File: config.mk
export PLATFORM = sky130hd
export DESIGN_NAME = bp_fe_cache_req_arbiter
export DESIGN_NICKNAME = d
export VERILOG_FILES = /design/src/rtl/bp_fe_pkg.sv /design/src/rtl/bsg_arb_round_robin.sv /design/src/rtl/bp_fe_cache_req_arbiter.sv
export SDC_FILE = /design/constraint.sdc
export NUM_CORES = 1
export LEC_CHECK = 0
export BUFFER_PORTS_ARGS = -buffer_cell sky130_fd_sc_hd__clkbuf_2
export CAP_MARGIN = 20
export CORE_MARGIN = 2
export CORE_UTILIZATION = 32
export CTS_CLUSTER_DIAMETER = 80
export CTS_CLUSTER_SIZE = 20
export DETAILED_ROUTE_END_ITERATION = 8
export GPL_TIMING_DRIVEN = 0
export PLACE_DENSITY = 0.82
export SKIP_CTS_REPAIR_TIMING = 1
export SLEW_MARGIN = 20
export SYNTH_ARGS = -nofsm -noshare
export SYNTH_HDL_FRONTEND = slang
export SYNTH_SLANG_ARGS = --single-unit
File: constraint.sdc
create_clock -name clk_i -period 3.05 [get_ports clk_i]
set_input_delay 0.915 -clock clk_i [delete_from_list [all_inputs] [get_ports clk_i]]
set_output_delay 0.915 -clock clk_i [all_outputs]
set_load 0.03 [all_outputs]
File: src/rtl/bp_fe_pkg.sv
// Shared types for the front-end cache-request arbiter: FSM state encoding and pointer sizing helper.
// Purely declarative; no latency or backpressure of its own.
package bp_fe_pkg;

  typedef enum logic [1:0] {
    e_arb_idle,
    e_arb_meta,
    e_arb_wait
  } bp_fe_arb_state_e;

  // Index width that stays at least one bit wide for a single-entry range.
  function automatic int safe_clog2(input int n);
    return (n > 1) ? $clog2(n) : 1;
  endfunction

endpackage

File: src/rtl/bsg_arb_round_robin.sv
// Rotating-priority pick over v_i starting at the stored pointer; 0-cycle pick, pointer advances past the winner.
// The pointer only moves on yumi_i, so a stalled pick keeps its priority order until it is accepted.
module bsg_arb_round_robin
  import bp_fe_pkg::*;
#(
  parameter int reqs_p = 2
) (
  input  logic                             clk_i,
  input  logic                             reset_i,
  input  logic [reqs_p-1:0]                v_i,
  input  logic                             yumi_i,
  output logic [safe_clog2(reqs_p)-1:0]    pick_o,
  output logic                             v_o
);

  localparam int ptr_w_lp = safe_clog2(reqs_p);

  logic [ptr_w_lp-1:0] rr_ptr_q, rr_ptr_d;
  logic [ptr_w_lp:0]   idx_sum;

  // Wrap is a single subtract because ptr + k never reaches 2*reqs_p.
  always_comb begin
    pick_o  = '0;
    v_o     = 1'b0;
    idx_sum = '0;
    for (int k = 0; k < reqs_p; k++) begin
      idx_sum = {1'b0, rr_ptr_q} + (ptr_w_lp+1)'(k);
      if (idx_sum >= (ptr_w_lp+1)'(reqs_p)) begin
        idx_sum = idx_sum - (ptr_w_lp+1)'(reqs_p);
      end
      if (!v_o && v_i[idx_sum[ptr_w_lp-1:0]]) begin
        v_o    = 1'b1;
        pick_o = idx_sum[ptr_w_lp-1:0];
      end
    end
  end

  always_comb begin
    rr_ptr_d = rr_ptr_q;
    if (yumi_i) begin
      rr_ptr_d = (pick_o == ptr_w_lp'(reqs_p-1)) ? '0 : pick_o + 1'b1;
    end
  end

  always_ff @(posedge clk_i) begin
    if (reset_i) begin
      rr_ptr_q <= '0;
    end else begin
      rr_ptr_q <= rr_ptr_d;
    end
  end

endmodule

File: src/rtl/bp_fe_cache_req_arbiter.sv
// Shares one I$ engine request port among reqs_p requesters; request issue is 0-cycle, grant held until engine complete.
// Issue is blocked by engine busy / no credit and by any transaction in flight; status pulses go to the granted port only.
module bp_fe_cache_req_arbiter
  import bp_fe_pkg::*;
#(
  parameter int reqs_p           = 2,
  parameter int req_width_p      = 8,
  parameter int metadata_width_p = 4
) (
  input  logic                               clk_i,
  input  logic                               reset_i,
  input  logic [reqs_p*req_width_p-1:0]      req_i,
  input  logic [reqs_p-1:0]                  req_v_i,
  output logic [reqs_p-1:0]                  req_ready_and_o,
  input  logic [reqs_p*metadata_width_p-1:0] req_metadata_i,
  input  logic [reqs_p-1:0]                  req_metadata_v_i,
  output logic [reqs_p-1:0]                  req_busy_o,
  output logic [reqs_p-1:0]                  req_critical_tag_o,
  output logic [reqs_p-1:0]                  req_critical_data_o,
  output logic [reqs_p-1:0]                  req_complete_o,
  output logic [req_width_p-1:0]             cache_req_o,
  output logic                               cache_req_v_o,
  input  logic                               cache_req_ready_and_i,
  input  logic                               cache_req_busy_i,
  output logic [metadata_width_p-1:0]        cache_req_metadata_o,
  output logic                               cache_req_metadata_v_o,
  input  logic                               cache_req_critical_tag_i,
  input  logic                               cache_req_critical_data_i,
  input  logic                               cache_req_complete_i,
  input  logic                               cache_req_credits_full_i
);

  localparam int ptr_w_lp = safe_clog2(reqs_p);

  bp_fe_arb_state_e      state_q, state_d;
  logic [ptr_w_lp-1:0]   grant_q, grant_d;
  logic [ptr_w_lp-1:0]   pick;
  logic                  pick_v;
  logic                  yumi;
  logic                  issue_ok;
  logic [reqs_p-1:0]     pick_oh, grant_oh;

  logic [req_width_p-1:0]      req_arr [reqs_p];
  logic [metadata_width_p-1:0] md_arr  [reqs_p];

  for (genvar i = 0; i < reqs_p; i++) begin : g_unpack
    assign req_arr[i] = req_i[i*req_width_p +: req_width_p];
    assign md_arr[i]  = req_metadata_i[i*metadata_width_p +: metadata_width_p];
  end

  bsg_arb_round_robin #(.reqs_p(reqs_p)) rr (
    .clk_i   (clk_i),
    .reset_i (reset_i),
    .v_i     (req_v_i),
    .yumi_i  (yumi),
    .pick_o  (pick),
    .v_o     (pick_v)
  );

  assign issue_ok             = !cache_req_busy_i && !cache_req_credits_full_i;
  assign pick_oh              = reqs_p'(1) << pick;
  assign grant_oh             = reqs_p'(1) << grant_q;
  assign cache_req_o          = req_arr[pick];
  assign cache_req_metadata_o = md_arr[grant_q];
  assign req_busy_o           = {reqs_p{reset_i | cache_req_busy_i | (state_q != e_arb_idle)}};

  always_comb begin
    state_d                = state_q;
    grant_d                = grant_q;
    yumi                   = 1'b0;
    cache_req_v_o          = 1'b0;
    req_ready_and_o        = '0;
    cache_req_metadata_v_o = 1'b0;
    req_critical_tag_o     = '0;
    req_critical_data_o    = '0;
    req_complete_o         = '0;
    if (!reset_i) begin
      case (state_q)
        e_arb_idle: begin
          cache_req_v_o = pick_v && issue_ok;
          if (cache_req_v_o && cache_req_ready_and_i) begin
            req_ready_and_o = pick_oh;
            yumi            = 1'b1;
            grant_d         = pick;
            state_d         = e_arb_meta;
          end
        end
        e_arb_meta: begin
          cache_req_metadata_v_o = req_metadata_v_i[grant_q];
          req_critical_tag_o     = grant_oh & {reqs_p{cache_req_critical_tag_i}};
          req_critical_data_o    = grant_oh & {reqs_p{cache_req_critical_data_i}};
          if (cache_req_metadata_v_o) begin
            state_d = e_arb_wait;
          end
        end
        e_arb_wait: begin
          req_critical_tag_o  = grant_oh & {reqs_p{cache_req_critical_tag_i}};
          req_critical_data_o = grant_oh & {reqs_p{cache_req_critical_data_i}};
          req_complete_o      = grant_oh & {reqs_p{cache_req_complete_i}};
          if (cache_req_complete_i) begin
            state_d = e_arb_idle;
          end
        end
        default: state_d = e_arb_idle;
      endcase
    end
  end

  always_ff @(posedge clk_i) begin
    if (reset_i) begin
      state_q <= e_arb_idle;
      grant_q <= '0;
    end else begin
      state_q <= state_d;
      grant_q <= grant_d;
    end
  end

  // Metadata must trail the request handshake by at least one cycle.
  a_no_meta_on_issue: assert property (@(posedge clk_i) disable iff (reset_i)
    !(cache_req_v_o && cache_req_ready_and_i && req_metadata_v_i[pick]));

  a_complete_only_in_wait: assert property (@(posedge clk_i) disable iff (reset_i)
    cache_req_complete_i |-> (state_q == e_arb_wait));

endmodule

==> flow_summary.ini, run 1 <==
[cts]
clock_sinks = 4
clockRootBuffer = clkbuf_4
path_clk_slew_ns = 0.04
cts_tree = built
cts_max_level = 1
cts.path.max_buffers = 2
numCtsBuffers = 3
clk-insertion-delay-late_ns = 0.24

[critical_path]
crit_top_cell = clkbuf_2
rr_worst_depth = 4
critical_path.slowest_cell = mux2_2
r2r-start = grant_q
arrival_ns = 2.05
reg2reg_setup_slack_ns = 1.48
worstPathCellList = clkbuf_2 > inv_1 > o21ai_0 > buf_2 > mux2_2 > clkbuf_2
crit_path_max_fanout = 10
r2r-end = state_q[0]
required_ns = 2.13
worstSetupStartpointType = primary input
crit_start = req_v_i[0]
critPathKind = in -> out
cpPeakStageDelay_ns = 0.37
worstSetupEndpoint = cache_req_o[2]
worstSetupEndpointType = output pin

[yosys]
ys_warn_count = 0
async_flop_share = 0
ys_seq_area_frac = 0.162
yosysMostFrequentCell = mux2_2
syn_area_per_cell_um2 = 7.99
synth_top_area_cell = mux2_2
synth_top_cell_area_share = 0.273
netlist_top_cells_count = 12 x mux2_2, 8 x nand2_1, 7 x nor2_1
synth_edf_count = 0
synth_area_leaders = mux2_2 27%, dfxtp_1 16%, ha_1 10%, mux2i_1 6.1%, nand2_1 6.1%
synthFlopType = dfxtp_1
synth_nets = 102
synthDistinctLibCells = 20
synthCells = 62
synth_area_um2 = 495
synth-seq-cells = 4

[outcome]
outcome = completed

[detailed_routing]
remaining_drc_errors = 0
drtIter0Drc = 8
wl_um = 1580
ant_nets = 0
vias = 679
routed_via_density = 4.85
dr.pass1.iters = 4
wl_per_cell_um = 11.3

[power_and_ir_drop]
ir_drop_uv = 267
p_per_area_nw_per_um2 = 433
leakagePower_nw = 0.476

[global_route]
grt_pass1_vias = 641
grt_overflow = 0
antenna_found_initial = 0
grt_max_degree = 11
grt_usage = 0.161
grt_pass1_wl_um = 2320

[final_layout]
fillers = 149
final_nets = 166
fin_area_um2 = 845
syn2layout_area_growth_pct = 70.5
drive_gt1_frac = 0.653
antenna_cells = 0
final_cells = 140

[floorplan]
coreArea_um2 = 1470
initial_core_util = 0.337
die-area_um2 = 1880
ios = 60
chipHeight_um = 43.4
chipWidth_um = 43.4
num_rows = 14

[sta]
max_freq_ghz = 0.337
tightest_slew_ns = 0.537
rsz0062_at_grt = no
setup_viol = 0
relSlewSlack = 0.642
layout_min_cycle_time_ns = 2.97
drv_slew = 0
hold_viol_final = 0
fin_skew_ns = 0.00461
finalSetupTns_ns = 0
post-route-period-util = 0.972

[place]
gp_congestion = 0.700
port_buffers = 59
placed_area_um2 = 821
dp_hpwl_um = 1420
dp.cells = 137

[min_path]
hp-class = reg -> reg

[job]
maxCapViolCount = 0
[cells in the final DEF (no fill, tap or decap), types with 2 or more instances in the layout]
cell type and instances:
clkbuf_2 59, clkbuf_4 3, dfxtp_1 4, ha_1 4, inv_1 6, mux2_2 12
mux2i_1 3, nand2_1 8, nand2b_1 2, nor2_1 7, o21ai_0 2
[per-layer routing]
layer | vias to the layer above | GRT usage | part of all wire
li1 | 337 | - | -
met1 | 316 | 0.161 | 0.36
met2 | 24 | 0.307 | 0.56
met3 | 2 | 0.0667 | 0.062
met4 | 0 | 0.0364 | 0.014
met5 | - | 0 | 0
[registers in the layout, summed over array words and instances, names as in the netlist]
signal / cells
state_q: 2
grant_q: 1
rr.rr_ptr_q: 1
[worst max-delay path: cells and delay by family]
family,cells,cell delay [ns]
buffers and inverters,4,0.57
multiplexers,1,0.37
AO/OA/AOI/OAI,1,0.19
[cell families (layout without fill, tap and decap cells)]
kind of cell / after synthesis / after routing / synth area share
simple gates: 25 / 25 / 0.258
flops: 4 / 4 / 0.162
fa+ha+maj: 4 / 4 / 0.101
mux: 15 / 15 / 0.333
buf+inv: 9 / 71 / 0.0758
compound gates: 5 / 5 / 0.0707
[per-stage QoR]
stage	total power (W)	worst slack, ns	utilization	hold slack [ns]
2_1_floorplan	0.000231	0.0581	-	0.452
5_1_grt	0.000389	0.00130	0.574	0.515
6_report	0.000365	0.0841	0.574	0.498
4_1_cts	0.000368	-0.105	0.573	0.499
3_5_place_dp	0.000299	-0.104	0.558	0.489
3_3_place_gp	0.000290	-0.0635	0.558	0.465
[area by class of cell]
class	count	area (um2)	area share
buffer	3	16.3	0.0193
inverter	6	22.5	0.0267
clock buffer	3	22.5	0.0267
multi-input combinational	49	388	0.459
timing repair buffer	59	295	0.350
tap	16	20.0	0.0237
sequential	4	80.1	0.0948
[worst min path at each step]
stage / startpoint / to / cells after the start
after floorplan: state_q[0] / state_q[0] / 2
after global placement: state_q[0] / state_q[0] / 2
after detailed placement: rr.rr_ptr_q / rr.rr_ptr_q / 1
after CTS: rr.rr_ptr_q / rr.rr_ptr_q / 1
after global routing: state_q[0] / state_q[0] / 2
final: rr.rr_ptr_q / rr.rr_ptr_q / 1
[power by group]
group	leakage [nW]	switching [W]	total (W)	internal, W
Clock	0.0138	0.0000230	0.0000671	0.0000441
Sequential	0.0326	0.00000829	0.0000710	0.0000627
Combinational	0.430	0.000138	0.000227	0.0000895
(Power assumes the default switching activity.)
==> run 2: changes to the inputs <==
--- a/config.mk
+++ b/config.mk
@@ -13,7 +13,8 @@
 export CTS_CLUSTER_SIZE = 20
 export DETAILED_ROUTE_END_ITERATION = 8
 export GPL_TIMING_DRIVEN = 0
-export PLACE_DENSITY = 0.82
+export HOLD_SLACK_MARGIN = 0.02
+export PLACE_DENSITY = 0.79
 export SKIP_CTS_REPAIR_TIMING = 1
 export SLEW_MARGIN = 20
 export SYNTH_ARGS = -nofsm -noshare
==> run 2 against run 1 <==
- core utilization up 0.17 points
- setup slack worse by 0.033 ns
- non-clock buffer count unchanged
- clock-buffer cell count unchanged
- die area unchanged
- hold slack worse by 0.022 ns
- first-iteration DRC count up 13%
- global-route usage up 0.77 points
- final area up 0.30%
==> flow_summary.ini, run 2 (synthesis results as in run 1) <==
[sta]
relSlewSlack = 0.644
post-route-period-util = 0.983
rsz0062_at_grt = no
layout_min_cycle_time_ns = 3.00
max_freq_ghz = 0.333
fin_skew_ns = 0.00620
tightest_slew_ns = 0.535
hold_viol_final = 0
setup_viol = 0
drv_slew = 0

[place]
port_buffers = 59
dp.cells = 137
dp_hpwl_um = 1420
gp_congestion = 0.672

[floorplan]
ios = 60
chipWidth_um = 43.4
die-area_um2 = 1880
initial_core_util = 0.337
coreArea_um2 = 1470
chipHeight_um = 43.4
num_rows = 14

[critical_path]
arrival_ns = 2.08
worstSetupStartpointType = primary input
worstSetupEndpointType = output pin
critPathKind = in -> out
r2r-start = grant_q
required_ns = 2.13
rr_worst_depth = 4
r2r-end = state_q[0]
reg2reg_setup_slack_ns = 1.48
crit_path_max_fanout = 10

[detailed_routing]
wl_per_cell_um = 11.2
wl_um = 1570
dr.pass1.iters = 5
ant_nets = 0
vias = 661
remaining_drc_errors = 0
drtIter0Drc = 9
routed_via_density = 4.72

[min_path]
min_to = state_q[0]
hp-start = state_q[0]
min_path_cells = 2
hp-class = reg -> reg

[cts]
cts_max_level = 1
cts_tree = built
clk-insertion-delay-late_ns = 0.24
clockRootBuffer = clkbuf_4
numCtsBuffers = 3
cts.path.max_buffers = 2
path_clk_slew_ns = 0.03
clock_sinks = 4

[final_layout]
mostFrequentLayoutCells = 59 x clkbuf_2, 12 x mux2_2, 8 x nand2_1, 7 x nor2_1, 6 x inv_1
final_util = 0.576
drive_gt1_frac = 0.653
syn2layout_area_growth_pct = 71.0
top_register = state_q
seqCellArea_um2 = 80.1
final_cells = 140
largest_registers = state_q x2, grant_q x1, rr.rr_ptr_q x1
fillers = 148
final_nets = 166
multi_input_area_um2 = 388
final_common_cell = clkbuf_2
antenna_cells = 0
largest_reg_flops = 2

[global_route]
grt_usage = 0.169
antenna_found_initial = 0
grt_max_degree = 11
grt_overflow = 0
grt_pass1_wl_um = 2410
grt_pass1_vias = 597

[power_and_ir_drop]
p_per_area_nw_per_um2 = 426
leakagePower_nw = 0.478
ir_drop_uv = 282

[outcome]
outcome = completed

[job]
maxCapViolCount = 0
==> run 2: cell count changes in the layout (fill, tap and decap cells not counted), sizes merged <==
cell    delta
clkbuf     +1
buf        -1
==> run 2: power breakdown <==
| part | switching, W | total (W) | internal [W] | leakage, nW |
|---|---|---|---|---|
| Clock | 0.0000225 | 0.0000665 | 0.0000440 | 0.0138 |
| Sequential | 0.00000662 | 0.0000694 | 0.0000628 | 0.0326 |
| Combinational | 0.000136 | 0.000225 | 0.0000896 | 0.431 |
| Total | 0.000165 | 0.000361 | 0.000196 | 0.478 |
==> run 2: worst max path at each step <==
stage                                end  depth (start not counted)  startpoint  slack, ns
after detailed placement  cache_req_o[6]                          6  req_v_i[0]      -0.08
after global placement    cache_req_o[2]                          6  req_v_i[0]      -0.04
after global routing      cache_req_o[7]                          6  req_v_i[0]       0.02
final                     cache_req_o[6]                          6  req_v_i[0]       0.05
after floorplan            cache_req_v_o                          3     reset_i       0.06
after CTS                 cache_req_o[6]                          6  req_v_i[0]      -0.09
==> run 2: per-layer routing <==
layer	up-vias	GRT usage	wire [um]	part of all wire
li1	337	-	-	-
met1	298	0.182	571	0.36
met2	26	0.313	899	0.57
met3	0	0.0625	98	0.062
met4	0	0.0364	0	0
met5	-	0	0	0
==> run 2: per-stage QoR <==
step / TNS, ns / hold WS (ns) / power, W / setup WS, ns / cell area [um2]
CTS: -0.650 / 0.485 / 0.000365 / -0.0869 / 843
finish: 0 / 0.477 / 0.000361 / 0.0514 / 847
global placement: -0.302 / 0.465 / 0.000290 / -0.0412 / 821
global route: 0 / 0.513 / 0.000390 / 0.0165 / 847
detailed placement: -0.619 / 0.481 / 0.000297 / -0.0836 / 821
floorplan: 0 / 0.452 / 0.000231 / 0.0581 / 505
==> run 2: layout make-up <==
type	instances	share of cell area
tap	16	0.0236
sequential	4	0.0945
buffer	3	0.0222
clock buffer	3	0.0266
timing repair buffer	59	0.349
inverter	6	0.0266
multi-input combinational	49	0.458
==> run 2: worst max-delay path: stages <==
cell	delay [ns]
clkbuf_2	0.09
inv_1	0.03
o21ai_0	0.24
clkbuf_4	0.28
mux2_2	0.35
clkbuf_2	0.18
==> run 3: changes to the inputs <==
--- a/config.mk
+++ b/config.mk
@@ -12,7 +12,7 @@
 export CTS_CLUSTER_DIAMETER = 80
 export CTS_CLUSTER_SIZE = 20
 export DETAILED_ROUTE_END_ITERATION = 8
-export GPL_TIMING_DRIVEN = 0
+export GPL_TIMING_DRIVEN = 1
 export HOLD_SLACK_MARGIN = 0.02
 export PLACE_DENSITY = 0.79
 export SKIP_CTS_REPAIR_TIMING = 1
==> run 3 against run 2 <==
- routed wire length rose by 6.1%
- global-route usage rose by 1.7 points
- sequential share of layout area barely moved
- clock skew fell by 0.0012 ns
- clock power barely moved
- critical path depth did not move
- maximum frequency rose by 2.2%
- final area fell by 0.44%
- hold slack improved by 0.0059 ns
- largest cell class unchanged
==> flow_summary.ini, run 3 (synthesis results as in run 1) <==
[outcome]
outcome = completed

[sta]
layout_min_cycle_time_ns = 2.93
fin_skew_ns = 0.00499
setup_viol = 0
hold_viol_final = 0
rsz0062_at_grt = no
post-route-period-util = 0.962
tightest_slew_ns = 0.499
drv_slew = 0
max_freq_ghz = 0.341
finalSetupTns_ns = 0
relSlewSlack = 0.667

[critical_path]
path_buf_inv = 4
cpPeakStageDelay_ns = 0.35
reg2reg_setup_slack_ns = 1.58
critical_path.slowest_cell = mux2_2
crit_top_cell = clkbuf_2
required_ns = 2.13
cp_top_family = buffers and inverters
crit_path_max_fanout = 11
critPathKind = in -> out
worstSetupEndpointType = output pin
worstSetupStartpointType = primary input
arrival_ns = 2.02
worstPathCellList = clkbuf_2 > inv_1 > o21ai_0 > buf_4 > mux2_2 > clkbuf_2

[cts]
cts_tree = built
numCtsBuffers = 3
clockRootBuffer = clkbuf_4
cts_max_level = 1
path_clk_slew_ns = 0.03
clock_sinks = 4
cts.path.max_buffers = 2
clk-insertion-delay-late_ns = 0.24

[global_route]
grt_pass1_vias = 655
grt_overflow = 0
grt_busiest_layer = met2
met3_usage = 0.0792
grt_use_met2 = 0.358
grt_max_degree = 12
antenna_found_initial = 0
grt_pass1_wl_um = 2590
global_route.usage.met1 = 0.153
grt_usage = 0.186

[power_and_ir_drop]
clockPowerShare = 0.184
ir_drop_uv = 234
p_switching_w = 0.000168
internal_power_w = 0.000195
leakagePower_nw = 0.477
p_per_area_nw_per_um2 = 430
seqPwrFrac = 0.195
p_comb_frac = 0.621
p_sw_frac = 0.462

[detailed_routing]
dr.pass1.iters = 4
vias = 660
wl_um = 1660
wl_per_cell_um = 12.0
ant_nets = 0
drtIter0Drc = 11
routed_via_density = 4.75
remaining_drc_errors = 0

[final_layout]
antenna_cells = 0
syn2layout_area_growth_pct = 70.2
drive_gt1_frac = 0.659
final_cells = 139
mostFrequentLayoutCells = 59 x clkbuf_2, 12 x mux2_2, 8 x nand2_1, 7 x nor2_1, 6 x inv_1
fillers = 148
final_nets = 165
largest_registers = state_q x2, grant_q x1, rr.rr_ptr_q x1
top_register = state_q
final_common_cell = clkbuf_2
largest_reg_flops = 2

[place]
dp_hpwl_um = 1490
port_buffers = 59
gp_congestion = 0.672
dp.cells = 136

[min_path]
hp-class = reg -> reg

[floorplan]
initial_core_util = 0.337
chipWidth_um = 43.4
die-area_um2 = 1880
num_rows = 14
ios = 60
chipHeight_um = 43.4
coreArea_um2 = 1470

[job]
maxCapViolCount = 0
==> run 3: worst paths after layout <==
check	startpoint	endpoint	cells past startpoint
max	req_v_i[0]	cache_req_o[2]	6
min	state_q[0]	state_q[0]	2
max reg2reg	state_q[0]	state_q[0]	4
min reg2reg	state_q[0]	state_q[0]	2
==> run 3: final cells by class <==
class | instances | area (um2) | share of cell area
Tap cell | 16 | 20.0 | 0.0237
Inverter | 6 | 22.5 | 0.0267
Clock buffer | 3 | 22.5 | 0.0267
Multi-Input combinational cell | 49 | 388 | 0.460
Timing Repair Buffer | 61 | 310 | 0.368
Sequential cell | 4 | 80.1 | 0.0950
==> run 3: through the flow <==
stage	setup WS [ns]	total power, W	utilization	hold slack [ns]	area (um2)
floorplan	0.0581	0.000231	-	0.452	505
global placement	0.151	0.000288	0.558	0.464	821
detailed placement	0.134	0.000297	0.558	0.482	821
CTS	0.133	0.000367	0.573	0.487	843
global route	0.0857	0.000392	0.573	0.526	843
finish	0.116	0.000362	0.573	0.483	843
==> run 3: worst min-delay path: stages, from the launching register on <==
cell and delay, ns:
dfxtp_1 0.31, nand2_1 0.06, mux2i_1 0.06
==> run 3: power by group through the flow <==
stage | clock network [W] | registers [W] | logic (W)
final | 0.0000665 | 0.0000707 | 0.000225
after global routing | 0.0000729 | 0.0000726 | 0.000247
after CTS | 0.0000699 | 0.0000707 | 0.000226
after detailed placement | 0 | 0.0000716 | 0.000226
after global placement | 0 | 0.0000707 | 0.000218
after floorplan | 0 | 0.0000688 | 0.000163
==> run 3: layer usage <==
layer  up-vias  share of wire
li1        339              -
met1       293           0.33
met2        24           0.58
met3         4          0.071
met4         0          0.019
met5         -              0
